<file path="config.mk">
export PLATFORM = sky130hd
export DESIGN_NAME = axi4_seq_mul_core_flat
export DESIGN_NICKNAME = d
export VERILOG_FILES = /design/src/rtl/axi4_seq_mul_core_if.sv /design/src/rtl/axi4_seq_mul_core.sv /design/src/flat_wrapper.sv
export SDC_FILE = /design/constraint.sdc
export NUM_CORES = 1
export LEC_CHECK = 0
export BUFFER_PORTS_ARGS = -buffer_cell sky130_fd_sc_hd__buf_2
export CORE_AREA = 2 2 178 180
export DETAILED_ROUTE_END_ITERATION = 12
export DIE_AREA = 0 0 180 182
export PLACE_DENSITY = 0.66
export SLEW_MARGIN = 40
export SYNTH_ARGS = -nofsm -noshare
export SYNTH_HDL_FRONTEND = slang
export SYNTH_SLANG_ARGS = --single-unit
</file>
<file path="constraint.sdc">
create_clock -name clk -period 11.4 [get_ports clk]
set_input_delay 0.57 -clock clk [delete_from_list [all_inputs] [get_ports clk]]
set_output_delay 0.57 -clock clk [all_outputs]
set_load 0.05 [all_outputs]
</file>
<file path="src/rtl/axi4_seq_mul_core_if.sv">
// Operand/result handshake bundle between the AXI4 slave wrapper and the shift-add multiplier core.
// Operands travel on in_valid/in_ready, the product returns on out_valid/out_ready.
interface axi4_seq_mul_core_if #(
    parameter int SZ = 32
);
    logic            in_valid;
    logic            in_ready;
    logic [SZ-1:0]   a;
    logic [SZ-1:0]   b;
    logic            out_valid;
    logic            out_ready;
    logic [2*SZ-1:0] res;
    logic            busy;

    modport master (
        output in_valid, a, b, out_ready,
        input  in_ready, out_valid, res, busy
    );

    modport slave (
        input  in_valid, a, b, out_ready,
        output in_ready, out_valid, res, busy
    );
endinterface

</file>
<file path="src/rtl/axi4_seq_mul_core.sv">
// Radix-2 unsigned shift-add multiplier; SZ edges accept-to-out_valid, or msb(b)+2 with MUL_EARLY_TERM_EN.
// Single op in flight: in_ready only in IDLE, product held in DONE until out_ready.
module axi4_seq_mul_core #(
    parameter int SZ = 32
) (
    input logic               clk,
    input logic               rst,
    axi4_seq_mul_core_if.slave bus
);
    typedef enum logic [1:0] {
        IDLE = 2'd0,
        CALC = 2'd1,
        DONE = 2'd2
    } state_t;

    state_t          state_q, state_d;
    logic [2*SZ-1:0] mcand_q, mcand_d;
    logic [2*SZ-1:0] acc_q, acc_d;
    logic [2*SZ-1:0] res_q, res_d;
    logic [2*SZ-1:0] acc_sum;
    logic [SZ-1:0]   mplr_q, mplr_d;
    logic            out_valid_q, out_valid_d;

`ifndef MUL_EARLY_TERM_EN
    localparam int CW = (SZ > 1) ? $clog2(SZ) : 1;
    localparam logic [CW-1:0] CNT_LAST = CW'(SZ - 1);
    logic [CW-1:0] cnt_q, cnt_d;
`endif

    always_ff @(posedge clk or posedge rst) begin
        if (rst) begin
            state_q     <= IDLE;
            mcand_q     <= '0;
            acc_q       <= '0;
            res_q       <= '0;
            mplr_q      <= '0;
            out_valid_q <= 1'b0;
`ifndef MUL_EARLY_TERM_EN
            cnt_q       <= '0;
`endif
        end else begin
            state_q     <= state_d;
            mcand_q     <= mcand_d;
            acc_q       <= acc_d;
            res_q       <= res_d;
            mplr_q      <= mplr_d;
            out_valid_q <= out_valid_d;
`ifndef MUL_EARLY_TERM_EN
            cnt_q       <= cnt_d;
`endif
        end
    end

    always_comb begin
        state_d     = state_q;
        mcand_d     = mcand_q;
        acc_d       = acc_q;
        res_d       = res_q;
        mplr_d      = mplr_q;
        out_valid_d = out_valid_q;
`ifndef MUL_EARLY_TERM_EN
        cnt_d       = cnt_q;
`endif
        acc_sum     = mplr_q[0] ? (acc_q + mcand_q) : acc_q;

        case (state_q)
            IDLE: begin
                if (bus.in_valid) begin
                    mcand_d = {{SZ{1'b0}}, bus.a};
                    mplr_d  = bus.b;
                    acc_d   = '0;
`ifndef MUL_EARLY_TERM_EN
                    cnt_d   = '0;
`endif
                    state_d = CALC;
                end
            end
            CALC: begin
`ifdef MUL_EARLY_TERM_EN
                // Once the remaining multiplier bits are all zero, acc already holds the product.
                if (mplr_q == '0) begin
                    res_d       = acc_q;
                    out_valid_d = 1'b1;
                    state_d     = DONE;
                end else begin
                    acc_d   = acc_sum;
                    mcand_d = mcand_q << 1;
                    mplr_d  = mplr_q >> 1;
                end
`else
                acc_d   = acc_sum;
                mcand_d = mcand_q << 1;
                mplr_d  = mplr_q >> 1;
                cnt_d   = cnt_q + CW'(1);
                if (cnt_q == CNT_LAST) begin
                    res_d       = acc_sum;
                    out_valid_d = 1'b1;
                    state_d     = DONE;
                end
`endif
            end
            DONE: begin
                if (bus.out_ready) begin
                    out_valid_d = 1'b0;
                    state_d     = IDLE;
                end
            end
            default: begin
                state_d = IDLE;
            end
        endcase
    end

    assign bus.in_ready  = (state_q == IDLE);
    assign bus.busy      = (state_q != IDLE);
    assign bus.out_valid = out_valid_q;
    assign bus.res       = res_q;
endmodule

</file>
<file path="src/flat_wrapper.sv">
// flat-port wrapper written by rule: the top's interface ports become plain ports
module axi4_seq_mul_core_flat 
#(
    parameter int SZ = 32
)
  (clk, rst, bus_in_valid, bus_a, bus_b, bus_out_ready, bus_in_ready, bus_out_valid, bus_res, bus_busy);
  axi4_seq_mul_core_if #(.SZ(SZ)) bus_i ();
  input logic clk;
  input logic rst;
  input wire logic [$bits(bus_i.in_valid)-1:0] bus_in_valid;
  input wire logic [$bits(bus_i.a)-1:0] bus_a;
  input wire logic [$bits(bus_i.b)-1:0] bus_b;
  input wire logic [$bits(bus_i.out_ready)-1:0] bus_out_ready;
  output wire logic [$bits(bus_i.in_ready)-1:0] bus_in_ready;
  output wire logic [$bits(bus_i.out_valid)-1:0] bus_out_valid;
  output wire logic [$bits(bus_i.res)-1:0] bus_res;
  output wire logic [$bits(bus_i.busy)-1:0] bus_busy;
  assign bus_i.in_valid = bus_in_valid;
  assign bus_i.a = bus_a;
  assign bus_i.b = bus_b;
  assign bus_i.out_ready = bus_out_ready;
  assign bus_in_ready = bus_i.in_ready;
  assign bus_out_valid = bus_i.out_valid;
  assign bus_res = bus_i.res;
  assign bus_busy = bus_i.busy;
  axi4_seq_mul_core #(.SZ(SZ)) u_core (.clk(clk), .rst(rst), .bus(bus_i));
endmodule
</file>
# Word-level counts from Yosys, hierarchy flattened
# Cells that the tools add are included.
word_totals:
  register_bits: 232
  inputBits: 68
  output_inout_bits: 67
classes:
  n_addsub: 2
  n_eq_ne: 6
  mux: 16
  n_reduce_logical: 8
ops:
  columns: ["cell", "n"]
  rows:
  - ["64-bit one-hot mux with 2 select lines", 2]
  - ["64-bit two-way mux", 3]
  - ["64-bit adder", 1]
  - ["32-bit one-hot mux with 2 select lines", 1]
  - ["32-bit two-way mux", 1]
  - ["5-bit one-hot mux with 2 select lines", 1]
  - ["2-bit two-way mux", 3]
  - ["2-bit one-hot mux with 3 select lines", 1]
  - ["3-bit AND reduction", 2]
  - ["2-bit nonzero test", 3]
  - ["5-bit by 1-bit adder with 5-bit output, second input constant", 1]
  - ["5-bit == test, second input constant", 1]
  - ["5-bit two-way mux", 1]
  - ["2-bit != test, second input constant", 2]
  - ["2-bit AND reduction", 2]
  - ["2-bit by 1-bit == test with 1-bit output, second input constant", 1]
  - ["2-bit == test, second input constant", 1]
  - ["2-bit zero test", 1]
  - ["1-bit two-way mux", 2]
  - ["2-bit by 1-bit != test with 1-bit output, second input constant", 1]
  - ["1-bit one-hot mux with 2 select lines", 1]

# Longest topological paths before layout
# Gate-level depths: netlist of run 1.
logic_depth:
  depth_word: 3
  mapped_depth: 14
  mapped_depth_nobuf: 14

# Worst setup path after synthesis of run 1
# OpenSTA, ideal clock, no wires.
synth_path:
  path_type: "register to register"
  startpoint: "register u_core.mcand_q[0]"
  endpoint: "register u_core.res_q[62] (netlist: u_core.bus.res[62])"
  arrival_ns: 3.234
  required_time_ns: 11.333
  setup_slack_ns: 8.099
  path_stages_with_launch: 15
  n_path_buf: 0
  synth_period_minus_slack_ns: 3.301
  path_cell_list: "dfrtp_1 -> ha_1 -> inv_1 -> fa_1 -> and2b_1 -> o2111ai_2 -> a211oi_2 -> o21a_2 -> o211ai_4 -> a2111oi_4 -> o21ai_4 -> o31ai_4 -> a221o_2 -> mux2_1 -> nand2_1"
synth_via:
  elab_chain_cells: 2
synth_lines:
  columns: ["element", "line", "rtl"]
  rows:
  - ["start, declared", "axi4_seq_mul_core.sv:17", "logic [2*SZ-1:0] mcand_q, mcand_d;"]
  - ["start signal, assigned", "axi4_seq_mul_core.sv:43", "mcand_q <= mcand_d;"]
  - ["64-bit adder", "axi4_seq_mul_core.sv:64", "acc_sum = mplr_q[0] ? (acc_q + mcand_q) : acc_q;"]
  - ["64-bit two-way mux", "axi4_seq_mul_core.sv:64", null]
  - ["end signal, assigned", "axi4_seq_mul_core.sv:45", "res_q <= res_d;"]
  - ["end, declared", "axi4_seq_mul_core.sv:19", "logic [2*SZ-1:0] res_q, res_d;"]
# No other way between the ends.
# A chain may end at the register's enable or synchronous reset.

# Worst setup path after layout of run 1
layout_path:
  startpoint: "register u_core.mcand_q[0]"
  endpoint: "register u_core.res_q[60] (netlist: u_core.bus.res[60])"
# Same word-level chain as after synthesis.

==> reports/results.ini, run 1 <==
[run_status]
outcome = finished, final reports clean

[final_layout]
area_growth_pct = 13.24
drive_gt1_frac = 0.1366
antenna_cells = 0
stdcell_count = 1983
multi_input_area_sq_um = 7397
fillCellCount = 2949
seqCellArea_sq_um = 5812
nets = 1699

[drt]
dr.pass1.iters = 7
ant_nets = 0
vias = 11600
dr.max_layer_used = met5
vias_per_cell = 5.848
drt_iter0_drc = 722
met2WireLength_microns = 17100
met1_length_microns = 16740
wl_per_cell_microns = 18.78
drc = 0
dr_wl_met3_microns = 2378
finalWirelength_microns = 37240

[die]
die-height_microns = 182
die_w_microns = 180
die-area_sq_um = 32760
row_count = 65
start_util = 0.4428
ios = 135
core-area_sq_um = 30990

[timing]
max_freq_ghz = 0.2605
setup_viol = 0
fin_ws_ns = 7.561
timing.hold.ws_ns = 0.1006
tightest_slew_ns = 0.8242
rsz0062_at_grt = no
finalMaxSlewViolations = 0
max_slew_margin = 0.4505
hold_violations = 0
post-route-period-util = 0.3367
finalSetupTns_ns = 0
clock_skew_ns = 0.009582
min_period_ns = 3.839

[clock_network]
clock_sink_count = 232
cts_root_buf = clkbuf_16
cts_tree = done
clock_latency_ns = 0.52
clk_pin_slew_worst_paths_ns = 0.06
htree_levels = 1
cts_resized = 0
ctsHoldBuffers = 0
cts_made_buffers = 25
post_cts_buffers = 0
clock_path_buffers = 3

[pwr]
power.leakage_nw = 7.173
design_power_total_mw = 4.501
ir_drop_mv = 0.1434
power_density_nw_per_um2 = 289.7

[synth]
synth-main-ff-cell = dfrtp_1
synthDistinctLibCells = 72
yosysWarningCount = 0
ys_seq_area_frac = 0.4232
yosysTopAreaCellShare = 0.4232
syn_area_per_cell_sq_um = 9.201
synth_nets = 1625
synth_top_area_cell = dfrtp_1
syn_inst = 1491
ys_async_sr_fraction = 1.000
synth_area_leaders = dfrtp_1 42%, a21oi_1 6.2%, o21ai_0 6.1%
synth_area_sq_um = 13720
ys_ff_latch = 232
synth_edf_count = 0

[global_routing]
first_global_vias = 11420
track_usage = 0.2239
antenna_found_initial = 1
overflow = 0
grt_pass1_wl_microns = 60480
grt_max_degree = 110

[setup_path]
worstSetupStartpointType = register
path_max_fanout = 4
cp_data_required_time_ns = 11.85
crit_type = register to register
cp-end-kind = register
cp.arrival_ns = 4.29

[placement]
port_buffers = 134
hpwlAfterDp_microns = 25570
dp_cells = 1940
pre_cts_slack_ns = 7.630
gp_congestion = 0.9300

[min_path]
holdCritPathClass = input port to asynchronous set/reset pin

[job]
drv_cap = 0

through the flow:
step,utilization,cell area [sq um]
floorplan,-,13720
global placement,0.4713,14600
detailed placement,0.4718,14620
CTS,0.5012,15530
global route,0.5014,15540
finish,0.5014,15540
layer usage:
layer  track usage  up-vias
met5             0        -
met4       0.06244        2
met3       0.04051       58
met2        0.3651      332
met1        0.3065     5639
li1              -     5565
logic make-up (layout without fill, tap and decap cells):
kind of cell	Yosys count	count (layout)	synth area share
AOI/OAI and AO/OA	589	589	0.2756
and+or+nand+nor	366	366	0.1267
DFF	232	232	0.4232
buffers and inverters	130	220	0.04067
adders and majority gates	66	66	0.06074
xor gates and xnor gates	63	63	0.04022
muxes	45	45	0.03292
area by class of cell:
type                       count  share of cell area
multi-input combinational   1129              0.4761
sequential                   232              0.3741
timing repair buffer         148             0.05090
clock buffer                  34             0.04566
tap                          402             0.03237
clock inverter                 9             0.01305
inverter                      29            0.007812
final timing paths:
path	from	endpoint	slack [ns]	depth (start not counted)
max reg2reg	u_core.mcand_q[0]$_DFFE_PP0P_	u_core.bus.res[60]$_DFFE_PP0P_	7.56	14
min reg2reg	u_core.bus.res[35]$_DFFE_PP0P_	u_core.bus.res[35]$_DFFE_PP0P_	0.47	2
max	u_core.mcand_q[0]$_DFFE_PP0P_	u_core.bus.res[60]$_DFFE_PP0P_	7.56	14
min	rst	u_core.bus.res[34]$_DFFE_PP0P_	0.10	2
max in group asynchronous	rst	u_core.mplr_q[0]$_DFFE_PP0P_	9.42	4
min in group clk	bus_out_ready	u_core.state_q[1]$_DFFE_PP0P_	0.24	2
cells in the final DEF (no fill, tap or decap), drive strengths merged, types with 4 or more instances in the layout:
cell type	netlist	layout
nand4	17	17
xor2	23	23
nor3	13	13
a22oi	62	62
o21bai	16	16
nand2	157	157
clkbuf	87	34
dfrtp	232	232
buf	11	148
mux2i	44	44
a21o	26	26
and4	4	4
a22o	83	83
a21oi	173	173
xnor2	40	40
ha	65	65
nor2b	68	68
a211oi	7	7
o31ai	8	8
nand2b	8	8
o21a	7	7
nor2	59	59
and3	5	5
nand3	16	16
and2	4	4
o211ai	8	8
or3	6	6
o21ai	175	175
bufinv	0	6
inv	29	29
worst max-delay path, stage by stage (launching register included):
cell and delay [ns]:
dfrtp_1 0.39, ha_1 0.20, inv_1 0.06, fa_1 0.40, and2b_1 0.24, o2111ai_2 0.16, a21oi_1 0.25, o2111ai_1 0.17
a21oi_1 0.37, a21oi_1 0.27, o31ai_1 0.63, a21oi_1 0.16, xnor2_1 0.23, nand2_1 0.08, a21oi_1 0.15
sequential cells by signal (all words and copies together) (netlist names):
register / flops
u_core.bus.res: 64
u_core.mcand_q: 64
u_core.acc_q: 64
u_core.mplr_q: 32
u_core.bus.out_valid: 1
u_core.cnt_q: 5
u_core.state_q: 2
Yosys cell counts (8+ instances only):
master / instances
clkbuf_1: 83
nor3_1: 13
xnor2_1: 40
a22o_1: 83
a21o_1: 24
a21oi_1: 171
nand4_1: 17
nor2_1: 59
dfrtp_1: 232
a22oi_1: 62
o21ai_0: 166
mux2i_1: 44
inv_1: 29
o21ai_1: 8
o21bai_1: 16
nor2b_1: 68
xor2_1: 23
nand2_1: 157
nand2b_1: 8
ha_1: 65
nand3_1: 15
report_power, final:
part	total (mW)	switching [mW]	leakage (nW)	internal (mW)
Clock	0.905	0.335	0.446	0.570
Combinational	2.21	1.42	3.66	0.787
Sequential	1.39	0.261	3.07	1.13
Note: power is estimated with default switching activity, not from simulation.
==> inputs of run 2 (changes only) <==
Settings changed: PLACE_DENSITY 0.66 to 0.68.
Clock period 11.4 ns to 3.4 ns, I/O delays scaled along.
==> reports/results.ini, run 2 (synthesis gave the netlist of run 1 again) <==
[run_status]
outcome = finished, final reports clean

[die]
die_w_microns = 180
die-height_microns = 182
row_count = 65
start_util = 0.4428
die-area_sq_um = 32760
ios = 135
core-area_sq_um = 30990

[placement]
hpwlAfterDp_microns = 26880
port_buffers = 134
gp_congestion = 0.9233
dp_cells = 1991

[global_routing]
overflow = 0
first_global_vias = 12190
grt_max_degree = 72
antenna_found_initial = 0
grt_pass1_wl_microns = 64000
track_usage = 0.2370

[setup_path]
path_max_fanout = 3
worstSetupStartpointType = register
r2r_slack_ns = 0.04
cp_slowest_cell = a2111oi_4
slowest_delay_ns = 0.45
worst-path-buf-inv = 2
cp_data_required_time_ns = 3.87
cp.arrival_ns = 3.83
crit_type = register to register
crit_chain = ha_2 > inv_2 > fa_2 > and2b_1 > o2111ai_2 > a211oi_2 > o21a_2 > o211ai_4 > a2111oi_4 > o21ai_4 > o31ai_4 > buf_4 > xor2_2 > nand2_1 > a21oi_2
cp_top_family = compound AO/OA/AOI/OAI gates
cp-end-kind = register

[final_layout]
stdcell_count = 2111
area_growth_pct = 21.88
multi_input_area_sq_um = 7516
final_common_cell = dfrtp_1
layout_common_cells = 229 x dfrtp_1, 164 x o21ai_0, 163 x a21oi_1
fillCellCount = 2746
nets = 1822
drive_gt1_frac = 0.1761
antenna_cells = 0
seqCellArea_sq_um = 5812

[drt]
finalWirelength_microns = 39200
drt_iter0_drc = 873
wl_per_cell_microns = 18.57
drc = 0
vias = 12100
ant_nets = 0
dr.pass1.iters = 5
vias_per_cell = 5.733

[clock_network]
cts_root_buf = clkbuf_16
clock_latency_ns = 0.54
clock_path_buffers = 3
cts_tree = done
clk_pin_slew_worst_paths_ns = 0.06
cts_made_buffers = 27
clock_sink_count = 232
htree_levels = 1

[pwr]
p_int_mw = 8.517
p_comb_frac = 0.512
p_seq_frac = 0.299
power.leakage_nw = 7.731
ir_drop_mv = 0.5080
power_density_nw_per_um2 = 930.4
clkPwrFrac = 0.190
swShare = 0.4525
power.switching_mw = 7.040

[timing]
max_freq_ghz = 0.2978
min_period_ns = 3.358
post-route-period-util = 0.9875
clock_skew_ns = 0.01188
tightest_slew_ns = 0.7883
rsz0062_at_grt = yes
max_slew_margin = 0.4745
timing.hold.ws_ns = 0.1326
setup_viol = 0
hold_violations = 0
finalMaxSlewViolations = 0

[job]
drv_cap = 0

[min_path]
holdCritPathClass = input port to register

[run 2: cell count changes in the layout (fill, tap and decap cells not counted), sizes merged]
cell | before | now
clkinv | 3 | 5
bufinv | 6 | 3
buf | 148 | 204
clkinvlp | 0 | 4
clkbuf | 34 | 38
dlygate4sd3 | 0 | 65
[run 2: power by group through the flow]
stage	Sequential, mW	Clock, mW	Combinational, mW
after floorplan	5.28	0	4.97
after global placement	4.63	0	7.66
after detailed placement	4.66	0	7.74
after CTS	4.63	3.01	7.85
after global routing	4.77	3.13	8.72
final	4.65	2.95	7.96
[run 2: metrics by stage]
stage                     total power [mW]  utilization  instance area, sq um  worst slack, ns  setup TNS (ns)
after global placement               12.29       0.4848                 15020         0.007809               0
final                                15.56       0.5396                 16720          0.04241               0
after floorplan                      10.25            -                 13720          0.09911               0
after detailed placement             12.40       0.4848                 15020         -0.04151         -0.1099
after global routing                 16.62       0.5396                 16720          -0.1029         -0.4594
after CTS                            15.49       0.5349                 16570          0.04124               0
[run 2: routing by layer]
metal,up-vias,track usage,part of all wire
met2,345,0.4014,0.47
li1,5809,-,-
met3,64,0.03811,0.052
met1,5885,0.3147,0.45
met5,-,0,0
met4,0,0.06634,0.025
[run 2: worst paths after layout]
check | startpoint | cells after the start | end
setup / recovery | u_core.mcand_q[0]$_DFFE_PP0P_ | 15 | u_core.bus.res[58]$_DFFE_PP0P_
hold / removal | bus_in_valid | 3 | u_core.state_q[0]$_DFFE_PP0P_
setup reg to reg | u_core.mcand_q[0]$_DFFE_PP0P_ | 15 | u_core.bus.res[58]$_DFFE_PP0P_
hold reg to reg | u_core.bus.res[32]$_DFFE_PP0P_ | 2 | u_core.bus.res[32]$_DFFE_PP0P_
max in group asynchronous | rst | 4 | u_core.mplr_q[0]$_DFFE_PP0P_
min in group asynchronous | rst | 3 | u_core.bus.res[37]$_DFFE_PP0P_
[run 2: what timing repair did]
item                                   in CTS  in global routing
buffers inserted                            0                  5
endpoints found under the hold margin      78                  0
gates resized for setup                     3                 26
hold buffers                               65                  0
pin swaps                                   6                 14
setup endpoints to repair                   7                 38
[run 2: layout make-up]
cell class / instances / share of cell area
inverters: 29 / 0.006735
clock buffers: 38 / 0.04467
well taps: 402 / 0.03008
repair buffers: 269 / 0.1127
flip-flops and latches: 232 / 0.3476
clock inverters: 12 / 0.008755
multi-input cells: 1129 / 0.4495
[run 2: worst reg2reg max path: stages, from the launching register on]
cell and delay [ns]:
dfrtp_1 0.36, ha_2 0.20, inv_2 0.04, fa_2 0.35, and2b_1 0.23, o2111ai_2 0.15
a211oi_2 0.25, o21a_2 0.21, o211ai_4 0.12, a2111oi_4 0.45, o21ai_4 0.12, o31ai_4 0.22
buf_4 0.16, xor2_2 0.15, nand2_1 0.09, a21oi_2 0.18
